File: src/rtl/inverter_pkg.sv
// Shared defaults, ID width helper and FSM state encoding for the inverter arbiter.
package inverter_pkg;

  localparam int NUM_REQ_DEF = 4;
  localparam int WIDTH_DEF   = 32;
  localparam int ID_W_DEF    = $clog2(NUM_REQ_DEF);

  typedef enum logic {
    IDLE = 1'b0,
    HOLD = 1'b1
  } state_t;

  // Keeps the ID port at least one bit wide when only one requester exists.
  function automatic int id_width(input int n);
    return (n > 1) ? $clog2(n) : 1;
  endfunction

endpackage

File: src/rtl/inverter.sv
// Datapath: result = all-ones minus operand (bitwise NOT).
// Combinational, no backpressure.
module inverter #(
  parameter int WIDTH = 32
) (
  input  logic [WIDTH-1:0] din,
  output logic [WIDTH-1:0] dout
);

  assign dout = {WIDTH{1'b1}} - din;

endmodule

File: src/rtl/inverter_arbiter.sv
// Round-robin arbiter feeding one shared inverter; result registered, 1-cycle latency.
// Backpressure: no grant while a result is held and resp_ready is low.
module inverter_arbiter
  import inverter_pkg::*;
#(
  parameter  int NUM_REQ = NUM_REQ_DEF,
  parameter  int WIDTH   = WIDTH_DEF,
  localparam int ID_W    = id_width(NUM_REQ)
) (
  input  logic                     clk,
  input  logic                     reset,
  input  logic [NUM_REQ-1:0]       req_valid,
  input  logic [NUM_REQ*WIDTH-1:0] req_data,
  output logic [NUM_REQ-1:0]       req_ready,
  output logic                     resp_valid,
  output logic [WIDTH-1:0]         resp_data,
  output logic [ID_W-1:0]          resp_id,
  input  logic                     resp_ready,
  output logic [15:0]              op_count
);

  state_t          state_q;
  state_t          state_d;
  logic [ID_W-1:0] last_grant;
  logic [ID_W-1:0] grant_idx;
  logic [ID_W-1:0] cand;
  logic            grant_found;
  logic            accept;
  logic            xfer;
  logic            resp_hs;
  logic [WIDTH-1:0] op_sel;
  logic [WIDTH-1:0] op_inv;

  // First valid requester after the last granted one wins.
  always_comb begin
    grant_found = 1'b0;
    grant_idx   = '0;
    cand        = '0;
    for (int k = 1; k <= NUM_REQ; k++) begin
      cand = ID_W'((int'(last_grant) + k) % NUM_REQ);
      if (!grant_found && req_valid[cand]) begin
        grant_found = 1'b1;
        grant_idx   = cand;
      end
    end
  end

  assign accept  = !reset && ((state_q == IDLE) || resp_ready);
  assign xfer    = accept && grant_found;
  assign resp_hs = resp_valid && resp_ready;

  always_comb begin
    req_ready = '0;
    if (xfer) begin
      req_ready[grant_idx] = 1'b1;
    end
  end

  always_comb begin
    op_sel = '0;
    for (int i = 0; i < NUM_REQ; i++) begin
      if (grant_idx == ID_W'(i)) begin
        op_sel = req_data[i*WIDTH +: WIDTH];
      end
    end
  end

  inverter #(
    .WIDTH (WIDTH)
  ) u_inverter (
    .din  (op_sel),
    .dout (op_inv)
  );

  always_ff @(posedge clk) begin
    if (reset) begin
      state_q <= IDLE;
    end else begin
      state_q <= state_d;
    end
  end

  // A transfer while HOLD can only happen alongside a handshake, so HOLD stays HOLD.
  always_comb begin
    state_d    = state_q;
    resp_valid = (state_q == HOLD);
    case (state_q)
      IDLE:    if (xfer) state_d = HOLD;
      HOLD:    if (resp_ready && !xfer) state_d = IDLE;
      default: state_d = IDLE;
    endcase
  end

  always_ff @(posedge clk) begin
    if (reset) begin
      resp_data  <= '0;
      resp_id    <= '0;
      last_grant <= ID_W'(NUM_REQ - 1);
      op_count   <= '0;
    end else begin
      if (xfer) begin
        resp_data  <= op_inv;
        resp_id    <= grant_idx;
        last_grant <= grant_idx;
      end
      if (resp_hs) begin
        op_count <= op_count + 16'd1;
      end
    end
  end

endmodule
File: config.mk
export PLATFORM = sky130hd
export DESIGN_NAME = inverter_arbiter
export DESIGN_NICKNAME = d
export VERILOG_FILES = /design/src/rtl/inverter_pkg.sv /design/src/rtl/inverter.sv /design/src/rtl/inverter_arbiter.sv
export SDC_FILE = /design/constraint.sdc
export NUM_CORES = 1
export LEC_CHECK = 0
export CAP_MARGIN = 20
export CORE_UTILIZATION = 34
export CTS_BUF_LIST = sky130_fd_sc_hd__clkbuf_8
export CTS_CLUSTER_DIAMETER = 50
export DETAILED_ROUTE_END_ITERATION = 10
export PLACE_DENSITY = 0.77
export SYNTH_ARGS = -nofsm -noshare
export SYNTH_HDL_FRONTEND = slang
export SYNTH_SLANG_ARGS = --single-unit
export TNS_END_PERCENT = 20
File: constraint.sdc
create_clock -name clk -period 1.95 [get_ports clk]
set_clock_uncertainty 0.1 [all_clocks]
set_input_delay 0.4875 -clock clk [delete_from_list [all_inputs] [get_ports clk]]
set_output_delay 0.4875 -clock clk [all_outputs]
set_load 0.005 [all_outputs]
# == Word level (Yosys, flattened, before mapping) ==
# Cells that the tools add are included.
# op_classes
n_addsub,6
multipliers,0
div_mod_pow,0
n_lt_le_gt_ge,6
n_eq_ne,3
n_shift,0
mux,26
bitwise_logic,1
n_reduce_logical,15
# op_table
cell,n
$mux W32,4
$sub A32 B32 Y32 const A,1
$add A16 B1 Y16 const B,1
$lt A2 B3 Y1 const B,5
$mux W1,11
$bmux W1 S2,4
$logic_and A1 B1 Y1,8
$mux W2,4
$logic_not A1 Y1,5
$add A2 B1 Y2 const B,2
$add A2 B2 Y2 const B,2
$eq A2 B2 Y1 const B,2
$mux W4,1
$demux W1 S2,1
$eq A2 B1 Y1 const B,1
$ge A2 B1 Y1 const B,1
$logic_not A2 Y1,1
$pmux W1 S2,1
$logic_or A1 B1 Y1,1
$not A1 Y1,1
# word_totals
regBits,53
latchBits,0
mem_bits_rw,0
romBits,0
input_bits,135
out_inout_bits,55
wordCells,62
mem_count,0

# == Longest topological paths before layout ==
# Gate-level depths: netlist of run 1.
# logic_depth
word_depth,19
depth_mapped,7
ltp_nobuf,6

# == Modules after synthesis ==
# A second synthesis of run 1 with hierarchy kept.
# unflattened
hier_cells,400
hier_area_um2,3407.0
# modules_own_cells
mod,instances,cells_each,area_each_um2,seq_area_each_um2
inverter_arbiter,1,368,3286.9,1061.0
inverter,1,32,120.1,0.0

# == Worst setup path before layout of run 1 ==
# No wires, ideal clock.
# synth_timing
path_type,input -> output
start,input req_valid[0]
end,output req_ready[2]
arrival_time_ns,1.421
required_ns,1.362
setup_slack_ns,-0.059
cell_stages,5
path_buffers,1
cell_sequence,o21a_1 o21ai_2 clkbuf_1 and2_1 and3_1
# synth_between
elab_chain_len,17
elab_cells_between_ends,29
cone_classes,order compare (2); mux (19); reduce/logical (8)
# synth_rtl
item,line,text
"start, declared",inverter_arbiter.sv:12,"input logic [NUM_REQ-1:0] req_valid,"
$bmux W1 S2,inverter_arbiter.sv:41,if (!grant_found && req_valid[cand]) begin
$mux W1 (implied by the code),inverter_arbiter.sv:41,
$mux W1,inverter_arbiter.sv:41,
$logic_not A1 Y1,inverter_arbiter.sv:41,
$logic_and A1 B1 Y1,inverter_arbiter.sv:41,
$mux W1,inverter_arbiter.sv:41,
$logic_not A1 Y1,inverter_arbiter.sv:41,
$logic_and A1 B1 Y1,inverter_arbiter.sv:41,
$mux W1,inverter_arbiter.sv:41,
$logic_not A1 Y1,inverter_arbiter.sv:41,
$logic_and A1 B1 Y1,inverter_arbiter.sv:41,
$mux W2,inverter_arbiter.sv:41,
$lt A2 B3 Y1 (implied by the code) / $ge A2 B1 Y1 (equally long branches),inverter_arbiter.sv:55,req_ready[grant_idx] = 1'b1;
$logic_and A1 B1 Y1 (implied by the code),inverter_arbiter.sv:55,
$mux W1 (implied by the code),inverter_arbiter.sv:55,
$demux W1 S2,inverter_arbiter.sv:55,
$mux W4 *,inverter_arbiter.sv:54,if (xfer) begin
"end, declared",inverter_arbiter.sv:14,"output logic [NUM_REQ-1:0] req_ready,"
# Every way passes the cells marked *; elsewhere a longest branch is shown, timed or not. The select of a mux whose other input is x is not followed.

# == Worst setup path in the final report of run 1 ==
# layout_timing
start,register last_grant[1]
end,output req_ready[2]
# layout_between
elab_chain_len,18
elab_cells_between_ends,33
cone_classes,add/sub (4); order compare (2); mux (19); reduce/logical (8)
# layout_rtl
item,line,text
"start, declared",inverter_arbiter.sv:24,logic [ID_W-1:0] last_grant;
"start signal, assigned",inverter_arbiter.sv:98,last_grant <= ID_W'(NUM_REQ - 1);
"start signal, assigned",inverter_arbiter.sv:104,last_grant <= grant_idx;
$add A2 B1 Y2,inverter_arbiter.sv:40,cand = ID_W'((int'(last_grant) + k) % NUM_REQ);
$bmux W1 S2,inverter_arbiter.sv:41,
$mux W1 (implied by the code),inverter_arbiter.sv:41,
$mux W1,inverter_arbiter.sv:41,
$logic_not A1 Y1,inverter_arbiter.sv:41,
$logic_and A1 B1 Y1,inverter_arbiter.sv:41,
$mux W1,inverter_arbiter.sv:41,
$logic_not A1 Y1,inverter_arbiter.sv:41,
[2 not listed],n/a,
$logic_not A1 Y1,inverter_arbiter.sv:41,
$logic_and A1 B1 Y1,inverter_arbiter.sv:41,
$mux W2,inverter_arbiter.sv:41,
$lt A2 B3 Y1 (implied by the code) / $ge A2 B1 Y1 (equally long branches),inverter_arbiter.sv:55,
$logic_and A1 B1 Y1 (implied by the code),inverter_arbiter.sv:55,
$mux W1 (implied by the code),inverter_arbiter.sv:55,
$demux W1 S2,inverter_arbiter.sv:55,
$mux W4 *,inverter_arbiter.sv:54,
# Marks and branches as above.

==> impl_metrics.yaml, run 1 <==
clock_network:
  cts_tree: "yes"
  root_buffer: "clkbuf_8"
  cts_buffers: 5
  clk_path_buf_depth: 2
  cts_max_level: 2
  clk_pin_slew_ns: 0.10
  clk_latency_ns: 0.31
  clock_sinks: 53
power:
  peakVddDrop_mv: 0.3179
  p_clk_frac: 0.237
  p_total_mw: 3.356
  p_leak_nw: 2.250
  powerDensity_nw_per_um2: 615.7
  p_sw_mw: 0.9607
  switching_share: 0.2863
  power_frac_comb: 0.385
  p_int_mw: 2.395
  seq_power_share: 0.378
critical_path:
  start_kind: "flip-flop"
  path_buf_inv: 3
  cpPeakStageDelay_ns: 0.38
  end_kind: "output pin"
  reg2reg_from: "last_grant[1]$_SDFFE_PP1P_"
  path_max_fanout: 4
  cp-startpoint: "last_grant[1]$_SDFFE_PP1P_"
  cp_top_family: "compound AO/OA/AOI/OAI gates"
  cp-endpoint: "req_ready[2]"
  crit_chain: "buf_6 > a21bo_4 > a21oi_4 > buf_6 > nor2_4 > and3_4 > buf_6"
  critPathArrivalTime_ns: 1.63
  rrSetupSlack_ns: -0.07
  cp.depth: 7
  crit_slowest_cell: "dfxtp_4"
  worstPathRequired_ns: 1.36
  critical_path_class: "reg2out"
  timing.rr.end: "resp_data[8]$_SDFFE_PP0P_"
  r2r_cells: 7
  path_common_cell: "buf_6"
place:
  pre_cts_ws_ns: -0.9680
  placedCellCount: 611
  gp_routability_congestion: 0.8153
  port-buffer-count: 189
  dp_hpwl_mm: 7.948
  placed_area_um2: 5186
logic_synthesis:
  synth_top_flop_cell: "dfxtp_1"
  synth_edf_count: 0
  syn_nets: 439
  synthDistinctLibCells: 38
  syn_avg_cell_area_um2: 10.05
  netlist_area_um2: 3044
  yosys_warnings: 0
  async_reset_ff_frac: 0
  synthCells: 303
  ys_seq_area_frac: 0.3485
  yosys_register_bits: 53
global_route:
  grt_usage: 0.2289
  grtUsageMet3: 0.06503
  grt_util_met2: 0.4274
  grt_pass1_wl_mm: 17.37
  grt-ovfl-total: 0
  grt_max_degree: 30
  grt_pass1_vias: 3474
  grtUsageMet1: 0.2480
  antenna_found_initial: 0
  top_usage_layer: "met2"
floorplanning:
  num_rows: 34
  initial_core_util: 0.3508
  die_w_um: 96.62
  fp.dieArea_um2: 9335
  fp.dieH_um: 96.62
  core_area_um2: 8678
  num_io_pins: 190
final_layout:
  drive_above_1_share: 0.2062
  mostFrequentLayoutCells: "clkdlybuf4s50_1 (179), dfxtp_1 (51), and3_1 (35), buf_4 (35), mux2i_1 (32)"
  post-route-cell-area_um2: 5450
  diodes: 0
  fin_util: 0.6280
  finalNetCount: 654
  fin_cells: 627
  final_common_cell: "clkdlybuf4s50_1"
  area_growth_pct: 79.04
  nFillCells: 754
timing:
  rsz0062_at_grt: "true"
  maxSlewHeadroom: 0.7589
  final_hold_viol_count: 0
  tightestPinTransition_ns: 0.3616
  tns_ns: -2.345
  setup_viol: 35
  fin_crit_sh: 1.137
  maxSlewViolCount: 0
  hold_slack_ns: 0.3938
  fmax_ghz: 0.4509
  layout_min_cycle_time_ns: 2.218
  postLayoutSetupSlackWorst_ns: -0.2679
detailed_routing:
  ant_nets: 0
  viasPerCell: 5.284
  wl_per_cell_um: 17.33
  num_vias: 3313
  drt_pre_antenna_iters: 4
  drt-initial-drc-count: 55
  route.detailed.drc: 0
  wirelength_mm: 10.87
run_status:
  violations: "setup timing"
  outcome: "finished, violations left"
min_path:
  min_from: "resp_data[12]$_SDFFE_PP0P_"
  hold_path_class: "reg2reg"
run:
  maxCapViolations: 0
-- repair_timing --
action / 4_1_cts / 5_1_grt
setup buffers: 8 / 2
setup endpoints to repair: 38 / 37
pin swaps: 11 / 22
resized for setup: 57 / 9
hold buffers: 0 / 0
-- area by class of cell --
class,count,area (um^2),share of cell area
clock buffers,6,82.58,0.01515
clock inverters,2,37.54,0.006887
inverters,2,7.507,0.001377
multi-input cells,224,1892,0.3471
flip-flops and latches,53,1066,0.1956
well taps,108,135.1,0.02479
repair buffers,232,2230,0.4091
-- flip-flops by register name (all words and copies together), names as in the netlist --
name        flops
resp_valid      1
resp_data      32
resp_id         2
op_count       16
last_grant      2
-- routing by layer --
layer	wire length, um	part of all wire
met4	229	0.021
met3	803	0.074
met2	5518	0.51
met1	4316	0.40
met5	0	0
-- logic make-up (layout without fill, tap and decap cells) --
family,after synthesis,count (layout),share of synthesized area
compound gates,81,81,0.2696
xor+xnor,14,14,0.04028
fa+ha+maj,1,1,0.004109
buf+inv,26,242,0.05590
flops,53,53,0.3485
mux,32,32,0.1052
simple gates,96,96,0.1763
-- power groups by stage --
stage,logic (mW),clock network (mW),registers [mW]
floorplan,0.546,0,1.30
global placement,1.21,0,1.29
detailed placement,1.24,0,1.29
CTS,1.28,0.818,1.27
global route,1.38,0.851,1.29
finish,1.29,0.795,1.27
-- cells in the mapped netlist (2+ instances only) --
library cell | n | area share
dfxtp_1 | 53 | 0.35
and3_1 | 37 | 0.076
mux2i_1 | 32 | 0.11
a221o_1 | 31 | 0.10
a211oi_2 | 27 | 0.11
nor2_1 | 24 | 0.030
nand2_1 | 10 | 0.012
xor2_1 | 10 | 0.029
a211oi_1 | 7 | 0.017
buf_2 | 7 | 0.012
buf_6 | 7 | 0.026
clkbuf_1 | 7 | 0.0086
a21oi_1 | 6 | 0.0099
nand3_1 | 5 | 0.0082
and4_1 | 4 | 0.012
xnor2_1 | 4 | 0.012
buf_4 | 3 | 0.0074
nand2b_1 | 3 | 0.0062
nor2b_1 | 3 | 0.0062
and2_1 | 2 | 0.0041
inv_1 | 2 | 0.0025
nand4_1 | 2 | 0.0041
o21ai_2 | 2 | 0.0058
-- worst min path at each step --
stage                                       endpoint  cells past startpoint  slack, ns
after floorplan              resp_id[1]$_SDFFE_PP0P_                      2       0.35
after global placement       resp_id[1]$_SDFFE_PP0P_                      2       0.37
after detailed placement     resp_id[1]$_SDFFE_PP0P_                      2       0.36
after CTS                    resp_id[1]$_SDFFE_PP0P_                      2       0.37
after global routing      resp_data[17]$_SDFFE_PP0P_                      1       0.41
final                     resp_data[12]$_SDFFE_PP0P_                      1       0.39
Note: power is estimated with default switching activity, not from simulation.
==> inputs of run 2 (changes only) <==
- CORE_ASPECT_RATIO: unset -> 1.2
==> impl_metrics.yaml, run 2 (synthesized netlist as in run 1, its figures left out) <==
run_status:
  outcome: "finished, violations left"
  violations: "setup timing"
final_layout:
  mostFrequentLayoutCells: "clkdlybuf4s50_1 (179), dfxtp_1 (52), and3_1 (35), mux2i_1 (32), buf_4 (32)"
  finalNetCount: 646
  fin_util: 0.6269
  drive_above_1_share: 0.1898
  largest_reg_flops: 32
  largestRegisters: "resp_data x32, op_count x16"
  diodes: 0
  area_growth_pct: 77.31
  regMostFlops: "resp_data"
  post-route-cell-area_um2: 5398
  final_common_cell: "clkdlybuf4s50_1"
critical_path:
  critPathArrivalTime_ns: 1.59
  critical_path_class: "reg2out"
  worstPathRequired_ns: 1.36
  crit_chain: "mux2i_1 > o22ai_1 > buf_4 > buf_12 > o21ai_4 > nor2_1 > buf_2"
  cp_top_family: "buffers and inverters"
  start_kind: "flip-flop"
  end_kind: "output pin"
  crit_slowest_cell: "dfxtp_4"
  cpPeakStageDelay_ns: 0.39
  path_max_fanout: 5
  path_buf_inv: 3
detailed_routing:
  wirelength_mm: 9.921
  route.detailed.drc: 0
  viasPerCell: 5.096
  wl_per_cell_um: 15.80
  drt_pre_antenna_iters: 4
  ant_nets: 0
  drt-initial-drc-count: 69
  num_vias: 3200
power:
  powerDensity_nw_per_um2: 589.5
  p_int_mw: 2.239
  p_clk_frac: 0.201
  p_sw_mw: 0.9428
  switching_share: 0.2963
  p_leak_nw: 2.205
  peakVddDrop_mv: 0.4523
  power_frac_comb: 0.401
  seq_power_share: 0.399
floorplanning:
  initial_core_util: 0.3535
  fp.dieH_um: 105.7
  core_area_um2: 8611
  fp.dieArea_um2: 9338
  num_io_pins: 190
  num_rows: 37
  die_w_um: 88.38
clock_network:
  cts_tree: "yes"
  clock_sinks: 53
  clk_path_buf_depth: 2
  cts_buffers: 5
  clk_pin_slew_ns: 0.10
  root_buffer: "clkbuf_8"
  cts_max_level: 2
  clk_latency_ns: 0.30
place:
  placed_area_um2: 5202
  port-buffer-count: 189
  dp_hpwl_mm: 7.517
  pre_cts_ws_ns: -0.9315
  gp_routability_congestion: 0.8263
min_path:
  hold_path_class: "reg2reg"
global_route:
  grt_pass1_vias: 3394
  grt_max_degree: 60
  antenna_found_initial: 0
  grt_usage: 0.2147
  grt_pass1_wl_mm: 15.79
  grt-ovfl-total: 0
timing:
  hold_slack_ns: 0.3819
  rsz0062_at_grt: "true"
  tns_ns: -5.353
  postLayoutSetupSlackWorst_ns: -0.2279
  maxSlewViolCount: 0
  final_hold_viol_count: 0
  tightestPinTransition_ns: 0.4630
  maxSlewHeadroom: 0.6913
  layout_min_cycle_time_ns: 2.178
  setup_viol: 35
  fmax_ghz: 0.4592
  fin_crit_sh: 1.117
run:
  maxCapViolations: 0
[run 2: changes by cell type in the layout (fill, tap and decap cells not counted), sizes merged]
cell	before	now
buf	51	42
clkdlybuf4s15	0	2
bufinv	1	0
clkbuf	6	5
clkinv	0	1
dlygate4sd2	2	1
inv	2	3
[run 2: worst reg2reg max path, stage by stage, from the launching register on]
cell and delay, ns:
dfxtp_4 0.39, mux2i_1 0.18, o22ai_1 0.10, buf_4 0.16, buf_12 0.12, o21ai_4 0.15
buf_4 0.44, a211oi_1 0.12, a221o_1 0.27
[run 2: per-layer routing]
| metal | global-route usage | up-vias | share of wire |
|---|---|---|---|
| met5 | 0 | - | 0 |
| met1 | 0.2200 | 1490 | 0.37 |
| met3 | 0.06656 | 14 | 0.073 |
| li1 | - | 1575 | - |
| met2 | 0.4060 | 121 | 0.54 |
| met4 | 0.05991 | 0 | 0.020 |
[run 2: worst paths after layout]
path / start / endpoint / slack, ns / cells after the start
setup / recovery: last_grant[1]$_SDFFE_PP1P_ / req_ready[3] / -0.23 / 7
hold / removal: resp_id[1]$_SDFFE_PP0P_ / resp_id[1]$_SDFFE_PP0P_ / 0.38 / 2
setup reg to reg: last_grant[1]$_SDFFE_PP1P_ / resp_data[23]$_SDFFE_PP0P_ / -0.18 / 8
hold reg to reg: resp_id[1]$_SDFFE_PP0P_ / resp_id[1]$_SDFFE_PP0P_ / 0.38 / 2
[run 2: stage by stage]
step                cells  total power, mW
CTS                   628            3.214
global placement      614            2.502
floorplan             303            1.843
finish                628            3.182
global route          628            3.351
detailed placement    614            2.523
[run 2: power by group through the flow]
stage	Combinational (mW)	Sequential, mW	Clock [mW]
2_1_floorplan	0.546	1.30	0
3_3_place_gp	1.21	1.29	0
3_5_place_dp	1.23	1.29	0
4_1_cts	1.28	1.27	0.662
5_1_grt	1.37	1.29	0.698
6_report	1.28	1.27	0.638
[run 2: layout make-up]
| type | instances | area, um^2 |
|---|---|---|
| timing repair buffer | 224 | 2207 |
| sequential | 53 | 1065 |
| tap | 117 | 146.4 |
| fill | 758 | 3213 |
| inverter | 2 | 7.507 |
| clock buffer | 5 | 68.82 |
| multi-input combinational | 224 | 1882 |
| clock inverter | 3 | 21.27 |
[run 2: what timing repair did]
item | CTS | global route
endpoints found under the setup margin | 37 | 36
buffers inserted | 6 | 0
resized for setup | 53 | 0
hold buffers | 0 | 0
pin swaps | 10 | 0
